<file path="src/rtl/ahb_lite_manager.sv">
// AHB-Lite manager bridge: turns a 32-bit request/response port into single
// word transfers on a 64-bit AHB-Lite bus, one transfer outstanding at a time.
module ahb_lite_manager #(
    parameter int AhbDataWidth = 64,
    parameter int AhbAddrWidth = 32,
    parameter int ReqDataWidth = 32
) (
    input  logic                      clk,
    input  logic                      rst,

    input  logic                      req_valid_i,
    output logic                      req_ready_o,
    input  logic                      req_write_i,
    input  logic [AhbAddrWidth-1:0]   req_addr_i,
    input  logic [ReqDataWidth-1:0]   req_wdata_i,
    input  logic [ReqDataWidth/8-1:0] req_wstrb_i,

    output logic                      rsp_valid_o,
    output logic                      rsp_err_o,
    output logic [ReqDataWidth-1:0]   rsp_rdata_o,

    output logic [AhbAddrWidth-1:0]   haddr_o,
    output logic [2:0]                hburst_o,
    output logic [3:0]                hprot_o,
    output logic [2:0]                hsize_o,
    output logic [1:0]                htrans_o,
    output logic                      hwrite_o,
    output logic [AhbDataWidth-1:0]   hwdata_o,
    output logic [AhbDataWidth/8-1:0] hwstrb_o,
    input  logic [AhbDataWidth-1:0]   hrdata_i,
    input  logic                      hready_i,
    input  logic                      hresp_i
);

    typedef enum logic [2:0] {
        IDLE,
        ADDR,
        DATA,
        ERR2,
        RESP
    } state_e;

    localparam logic [1:0] HTRANS_IDLE   = 2'b00;
    localparam logic [1:0] HTRANS_NONSEQ = 2'b10;

    state_e                    state_q, state_d;
    logic                      resp_err;
    logic                      handshake;

    logic                      write_q, write_d;
    logic [AhbAddrWidth-1:0]   addr_q, addr_d;
    logic [ReqDataWidth-1:0]   wdata_q, wdata_d;
    logic [ReqDataWidth/8-1:0] wstrb_q, wstrb_d;

    logic [AhbAddrWidth-1:0]   haddr_q, haddr_d;
    logic [1:0]                htrans_q, htrans_d;
    logic                      hwrite_q, hwrite_d;
    logic [AhbDataWidth-1:0]   hwdata_q, hwdata_d;
    logic [AhbDataWidth/8-1:0] hwstrb_q, hwstrb_d;
    logic                      rsp_valid_q, rsp_valid_d;
    logic                      rsp_err_q, rsp_err_d;
    logic [ReqDataWidth-1:0]   rsp_rdata_q, rsp_rdata_d;

    assign req_ready_o = (state_q == IDLE) && !rst;
    assign handshake   = req_valid_i && req_ready_o;

    always_ff @(posedge clk) begin
        if (rst) begin
            state_q     <= IDLE;
            write_q     <= 1'b0;
            addr_q      <= '0;
            wdata_q     <= '0;
            wstrb_q     <= '0;
            haddr_q     <= '0;
            htrans_q    <= HTRANS_IDLE;
            hwrite_q    <= 1'b0;
            hwdata_q    <= '0;
            hwstrb_q    <= '0;
            rsp_valid_q <= 1'b0;
            rsp_err_q   <= 1'b0;
            rsp_rdata_q <= '0;
        end else begin
            state_q     <= state_d;
            write_q     <= write_d;
            addr_q      <= addr_d;
            wdata_q     <= wdata_d;
            wstrb_q     <= wstrb_d;
            haddr_q     <= haddr_d;
            htrans_q    <= htrans_d;
            hwrite_q    <= hwrite_d;
            hwdata_q    <= hwdata_d;
            hwstrb_q    <= hwstrb_d;
            rsp_valid_q <= rsp_valid_d;
            rsp_err_q   <= rsp_err_d;
            rsp_rdata_q <= rsp_rdata_d;
        end
    end

    // Misaligned requests never reach the bus; they go straight to an error response.
    always_comb begin
        state_d  = state_q;
        resp_err = 1'b0;
        write_d  = write_q;
        addr_d   = addr_q;
        wdata_d  = wdata_q;
        wstrb_d  = wstrb_q;
        case (state_q)
            IDLE: begin
                if (handshake) begin
                    write_d = req_write_i;
                    addr_d  = req_addr_i;
                    wdata_d = req_wdata_i;
                    wstrb_d = req_wstrb_i;
                    if (req_addr_i[1:0] != 2'b00) begin
                        state_d  = RESP;
                        resp_err = 1'b1;
                    end else begin
                        state_d = ADDR;
                    end
                end
            end
            ADDR: begin
                if (hready_i) begin
                    state_d = DATA;
                end
            end
            DATA: begin
                if (hready_i) begin
                    state_d  = RESP;
                    resp_err = hresp_i;
                end else if (hresp_i) begin
                    state_d = ERR2;
                end
            end
            ERR2: begin
                if (hready_i) begin
                    state_d  = RESP;
                    resp_err = 1'b1;
                end
            end
            RESP: begin
                state_d = IDLE;
            end
            default: begin
                state_d = IDLE;
            end
        endcase
    end

    // Bus and response registers are loaded from the state being entered.
    always_comb begin
        haddr_d     = haddr_q;
        hwrite_d    = hwrite_q;
        htrans_d    = HTRANS_IDLE;
        hwdata_d    = '0;
        hwstrb_d    = '0;
        rsp_valid_d = 1'b0;
        rsp_err_d   = 1'b0;
        rsp_rdata_d = '0;
        case (state_d)
            ADDR: begin
                htrans_d = HTRANS_NONSEQ;
                haddr_d  = addr_d;
                hwrite_d = write_d;
            end
            DATA: begin
                if (write_q) begin
                    hwdata_d = addr_q[2] ? {wdata_q, {ReqDataWidth{1'b0}}}
                                         : {{ReqDataWidth{1'b0}}, wdata_q};
                    hwstrb_d = addr_q[2] ? {wstrb_q, {(ReqDataWidth/8){1'b0}}}
                                         : {{(ReqDataWidth/8){1'b0}}, wstrb_q};
                end
            end
            RESP: begin
                rsp_valid_d = 1'b1;
                rsp_err_d   = resp_err;
                if (!resp_err && !write_q) begin
                    rsp_rdata_d = addr_q[2] ? hrdata_i[AhbDataWidth-1:ReqDataWidth]
                                            : hrdata_i[ReqDataWidth-1:0];
                end
            end
            default: begin
            end
        endcase
    end

    assign haddr_o     = haddr_q;
    assign htrans_o    = htrans_q;
    assign hwrite_o    = hwrite_q;
    assign hwdata_o    = hwdata_q;
    assign hwstrb_o    = hwstrb_q;
    assign rsp_valid_o = rsp_valid_q;
    assign rsp_err_o   = rsp_err_q;
    assign rsp_rdata_o = rsp_rdata_q;
    assign hburst_o    = 3'b000;
    assign hprot_o     = 4'b0011;
    assign hsize_o     = 3'b010;

endmodule

</file>
<file path="config.mk">
export PLATFORM = sky130hd
export DESIGN_NAME = ahb_lite_manager
export DESIGN_NICKNAME = d
export VERILOG_FILES = /design/src/rtl/ahb_lite_manager.sv
export SDC_FILE = /design/constraint.sdc
export NUM_CORES = 1
export LEC_CHECK = 0
export CAP_MARGIN = 20
export CORE_AREA = 4 4 131 133
export CTS_CLUSTER_SIZE = 40
export DETAILED_ROUTE_END_ITERATION = 10
export DIE_AREA = 0 0 135 137
export GPL_TIMING_DRIVEN = 0
export PLACE_DENSITY = 0.91
export REMOVE_ABC_BUFFERS = 1
export SLEW_MARGIN = 0
export SYNTH_ARGS = -nofsm -noshare
export SYNTH_HDL_FRONTEND = slang
export SYNTH_SLANG_ARGS = --single-unit
</file>
<file path="constraint.sdc">
create_clock -name clk -period 5.6 [get_ports clk]
set_input_delay 1.4 -clock clk [delete_from_list [all_inputs] [get_ports clk]]
set_output_delay 1.4 -clock clk [all_outputs]
set_load 0.005 [all_outputs]
</file>
==> results of run 1 <==
path summary, 6_finish.rpt:
check,endpoint,slack [ns],cells past startpoint
min reg2reg,wdata_q[9]$_SDFFE_PP0P_,0.46,2
max,req_ready_o,0.89,6
max reg2reg,hwrite_o$_SDFFE_PP0P_,3.22,6
min,wdata_q[9]$_SDFFE_PP0P_,0.46,2
flip-flops by register name, indices dropped and copies added, names as in the netlist:
register,flops
rsp_rdata_o,32
addr_q,32
wdata_q,32
state_q,3
hwdata_o,64
wstrb_q,4
htrans_o,1
hwrite_o,1
hwstrb_o,8
rsp_err_o,1
write_q,1
haddr_o,32
rsp_valid_o,1
logic make-up after synthesis:
family                 after synthesis  share of synthesized area
AO/OA/AOI/OAI                       76                     0.0546
buffers and inverters               61                     0.0460
flip-flops                         212                      0.575
AND/OR/NAND/NOR                    297                      0.214
multiplexers                        65                      0.109
other                                2                    0.00102
cell type report:
cell class / instances / area share
Timing Repair Buffer: 288 / 0.271
Sequential cell: 212 / 0.383
Multi-Input combinational cell: 449 / 0.256
Inverter: 2 / 0.000678
Clock buffer: 35 / 0.0605
Clock inverter: 4 / 0.00440
Tap cell: 216 / 0.0244
through the flow:
stage / cells / setup TNS [ns] / util
after floorplan: 663 / 0 / -
after global placement: 1157 / -635.40 / 0.640
after detailed placement: 1166 / 0 / 0.653
after CTS: 1205 / 0 / 0.698
after global routing: 1206 / 0 / 0.700
final: 1206 / 0 / 0.700
worst max-delay path, delay by kind of cell:
| kind | cells | cell delay (ns) |
|---|---|---|
| buffers and inverters | 5 | 1.43 |
| and+or+nand+nor | 1 | 0.43 |
routing by layer:
layer / GRT usage / up-vias / part of all wire
met5: 0 / - / 0.00065
met3: 0.0640 / 48 / 0.088
met4: 0.0694 / 2 / 0.032
met1: 0.239 / 2709 / 0.38
met2: 0.366 / 225 / 0.50
li1: - / 2816 / -
power by group through the flow:
stage / sequential [uW] / clock, uW / combinational (uW)
finish: 1570 / 1420 / 271
global route: 1580 / 1520 / 294
CTS: 1570 / 1450 / 273
detailed placement: 1600 / 0 / 271
global placement: 1610 / 0 / 249
floorplan: 1600 / 0 / 97.2
placed cells by master, fill, tap and decap left out, types with 2 or more instances in the layout:
cell             synthesis  layout
buf_8                    0       4
o21ai_0                 30      30
mux2_2                   2       2
and2_1                  73      72
clkbuf_1                23       7
nor2b_1                 34      34
clkdlybuf4s50_1          0     277
clkbuf_16                0      23
buf_16                   0       5
dfxtp_1                212     211
nand2b_1                33      33
mux2_4                  30      30
nand3_1                 33      33
mux2i_1                 32      32
conb_1                   2      11
o21ai_1                  4       4
inv_1                    2       2
nor2_1                  38      38
clkinv_2                 0       2
nand2_1                 74      74
clkbuf_8                 0       5
a21oi_1                 38      38
nand3b_1                 3       3
==> results_dict.tcl, run 1 <==
set metrics [dict create \
    cts_buffers 22 \
    holdCritStartpoint "wdata_q[9]$_SDFFE_PP0P_" \
    vias 5800 \
    cts.path.max_buffers 3 \
    post-cts-setup-buffers 0 \
    synth_common_cells "dfxtp_1, nand2_1, and2_1" \
    fmax_mhz 212 \
    fin_ws_ns 0.892 \
    htreeDepth 1 \
    final_cell_area_sq_um 11100 \
    crit_top_cell "buf_8" \
    clock_power_share 0.436 \
    cts_resized 0 \
    path_class "primary input to output port" \
    fin_nets 1113 \
    clock_latency_ns 0.49 \
    synth.yosys.warnings 0 \
    dpl_cell_area_sq_um 10300 \
    port_buffers 278 \
    hold_viol 0 \
    grt_pass1_vias 5881 \
    syn_inst 713 \
    core_sq_um 15800 \
    async_flop_share 0 \
    dp_hpwl_um 13800 \
    r2r-start "state_q[1]$_SDFF_PP0_" \
    sequentialPowerShare 0.481 \
    status "complete, no violations" \
    antenna_found_initial 1 \
    dieHeight_um 137 \
    ys_seq_elements 212 \
    fin_skew_ns 0.0163 \
    min_path_type "register to register" \
    setup_viol 0 \
    cts_tree "built" \
    critical_path_arrival_ns 3.31 \
    min_period_ns 4.71 \
    grt_max_degree 69 \
    cap_violations 0 \
    slew_headroom 0.288 \
    ys_types 36 \
    syn_avg_cell_area_sq_um 10.3 \
    diodes 0 \
    seq_area_frac_synth 0.575 \
    yosysTopAreaCell "dfxtp_1" \
    cp_slowest_cell "clkdlybuf4s50_1" \
    drt_pass1_iterations 4 \
    drc 0 \
    comb_power_share 0.083 \
    clk_pin_slew_ns 0.06 \
    synth_ff_type "dfxtp_1" \
    finalCritPeriodShare 0.841 \
    hold_slack_ns 0.459 \
    p_sw_uw 688 \
    cts_num_sinks 212 \
    detailedPlace.worstSlack_ns 0.882 \
    routabilityCongestion 0.795 \
    postCtsHoldBufs 0 \
    power_per_cell_area_nw_per_um2 295 \
    irDropWorstVdd_mv 0.232 \
    root_buffer "clkbuf_16" \
    die-area_sq_um 18500 \
    multi_input_area_sq_um 2840 \
    synth.top_cell.area_share 0.575 \
    synth_area_leaders "dfxtp_1, and2_1, mux2_4" \
    critPathCaptureType "output port" \
    grt-ovfl-total 0 \
    fill_cells 1065 \
    cp.required_ns 4.20 \
    fp.dieW_um 135 \
    drtIter0Drc 210 \
    synthToLayoutAreaGrowth_pct 50.2 \
    worstPathMaxFanout 68 \
    io_pins 290 \
    ff_latch_area_sq_um 4250 \
    yosysMostFrequentCell "dfxtp_1" \
    drive_gt1_frac 0.0838 \
    final_max_slew_viol_count 0 \
    swShare 0.211 \
    setup.worst_path.start "rst" \
    ant_nets 0 \
    start_util 0.466 \
    track_usage 0.207 \
    fp-row-count 46 \
    synth_edf_count 0 \
    routed_wl_um 20000 \
    leakagePower_uw 0.00430 \
    start_kind "primary input" \
    rsz0062_at_grt "no" \
    slowest_delay_ns 0.52 \
    worstPathCellList "buf_4, buf_16, nor4_4, buf_8, buf_8, clkdlybuf4s50_1" \
    grt_pass1_wl_um 30700 \
    netlist_area_sq_um 7380 \
    tightest_slew_ns 1.06 \
    viasPerCell 4.81 \
    p_total_uw 3270 \
    wl_per_cell_um 16.6 \
    p_int_uw 2580 \
]
(Power assumes the default switching activity.)
==> run 2: changes to the inputs <==
- CORE_AREA: 4 4 131 133 -> 4 4 136 138
- DIE_AREA: 0 0 135 137 -> 0 0 140 142
- PLACE_DENSITY: 0.91 -> 0.86
- clock period: 5.6 -> 4.5 ns (I/O delays scaled with it)
==> results_dict.tcl, run 2 (synthesized netlist as in run 1, its figures left out) <==
set metrics [dict create \
    setup_viol 0 \
    finalCritPeriodShare 0.960 \
    fp.dieW_um 140 \
    diodes 0 \
    crit_family "buffers and inverters" \
    grt_use_met2 0.341 \
    cts.path.max_buffers 3 \
    rsz0062_at_grt "no" \
    dp_hpwl_um 14200 \
    synthToLayoutAreaGrowth_pct 50.2 \
    cap_violations 0 \
    holdCritStartpoint "wdata_q[14]$_SDFFE_PP0P_" \
    fmax_mhz 232 \
    path_class "primary input to output port" \
    postCtsHoldBufs 0 \
    clock_latency_ns 0.49 \
    min_period_ns 4.32 \
    met3_usage 0.0460 \
    p_total_uw 4070 \
    critPathCaptureType "output port" \
    drtIter0Drc 178 \
    routabilityCongestion 0.813 \
    worstPathMaxFanout 65 \
    setup.worst_path.start "rst" \
    cts_num_sinks 212 \
    grt_pass1_vias 5910 \
    drive_gt1_frac 0.0888 \
    ant_nets 0 \
    hold_viol 0 \
    busiest_layer "met2" \
    port_buffers 278 \
    fp-row-count 48 \
    htreeDepth 1 \
    post-cts-setup-buffers 0 \
    slew_headroom 0.260 \
    drc 0 \
    cp.required_ns 3.38 \
    critPathBufInv 5 \
    clk_pin_slew_ns 0.06 \
    grt_pass1_wl_um 31400 \
    critical_path_arrival_ns 3.19 \
    final_max_slew_viol_count 0 \
    io_pins 290 \
    min_path_type "register to register" \
    tightest_slew_ns 1.11 \
    vias 5720 \
    wl_per_cell_um 16.7 \
    crit_top_cell "buf_8" \
    cts_buffers 22 \
    layout_commonest_cell "clkdlybuf4s50_1" \
    die-area_sq_um 19900 \
    worstPathCellList "buf_4, buf_16, nor4_4, buf_8, buf_8, clkdlybuf4s50_1" \
    root_buffer "clkbuf_16" \
    viasPerCell 4.70 \
    irDropWorstVdd_mv 0.287 \
    leakagePower_uw 0.00428 \
    status "complete, no violations" \
    routed_wl_um 20300 \
    core_sq_um 17200 \
    grt_max_degree 66 \
    fin_nets 1113 \
    grt-ovfl-total 0 \
    start_util 0.429 \
    detailedPlace.worstSlack_ns 0.141 \
    grt_use_met1 0.238 \
    cts_tree "built" \
    r2r-start "state_q[2]$_SDFF_PP0_" \
    dieHeight_um 142 \
    drt_pass1_iterations 7 \
    fin_skew_ns 0.0132 \
    start_kind "primary input" \
    layout_common_cells "clkdlybuf4s50_1, dfxtp_1, nand2_1" \
    antenna_found_initial 0 \
    cts_resized 0 \
    fin_ws_ns 0.181 \
    hold_slack_ns 0.461 \
    cp_slowest_cell "nor4_4" \
    track_usage 0.193 \
    power_per_cell_area_nw_per_um2 367 \
    largest_reg_flops 64 \
    slowest_delay_ns 0.60 \
]
## run 2: cell types whose count changed in the layout (fill, tap and decap cells not counted)
cell | previous run | this run
buf_6 | 0 | 1
clkbuf_1 | 7 | 3
inv_6 | 1 | 0
clkbuf_8 | 5 | 2
clkinvlp_4 | 0 | 5
clkinv_2 | 2 | 6
buf_12 | 1 | 2
buf_8 | 4 | 2
## run 2: path summary, 6_finish.rpt
kind                               endpoint  slack, ns  cells past startpoint
setup reg to reg  rsp_rdata_o[5]$_SDFF_PP0_       1.78                      5
hold / removal     wdata_q[14]$_SDFFE_PP0P_       0.46                      2
setup / recovery                req_ready_o       0.18                      6
hold reg to reg    wdata_q[14]$_SDFFE_PP0P_       0.46                      2
## run 2: tightest hold or removal path, stage by stage (launching register included)
cell,delay (ns)
dfxtp_1,0.31
nand2_1,0.05
a21oi_1,0.05
## run 2: final cells by class
type                       count  area, sq um
fill                        1322         6090
sequential                   212         4250
timing repair buffer         288         3000
multi-input combinational    449         2840
clock buffer                  28          614
tap                          225          282
clock inverter                12         97.6
inverter                       2         7.51
## run 2: metrics by stage
stage / util / cell area (sq um) / TNS, ns / instances
floorplan: - / 7080 / -4.27 / 663
global placement: 0.591 / 10100 / -810.47 / 1166
detailed placement: 0.604 / 10400 / 0 / 1176
CTS: 0.645 / 11100 / 0 / 1216
global route: 0.645 / 11100 / 0 / 1216
finish: 0.645 / 11100 / 0 / 1216
## run 2: metal layers
layer | share of wire | up-vias | routed length (um)
met5 | 0 | - | 0
met4 | 0.020 | 0 | 405
met3 | 0.076 | 34 | 1540
met2 | 0.50 | 216 | 10100
met1 | 0.41 | 2655 | 8290
li1 | - | 2815 | -
## run 2: power by group
part	switching (uW)	internal (uW)	total, uW
combinational	138	205	343
clock	746	1030	1770
sequential	27.1	1930	1950
==> run 3: changes to the inputs <==
- ABC_CLOCK_PERIOD_IN_PS: default -> 4500
==> results of run 3 <==
Final layout, timing and power as in run 2 (identical DEF).
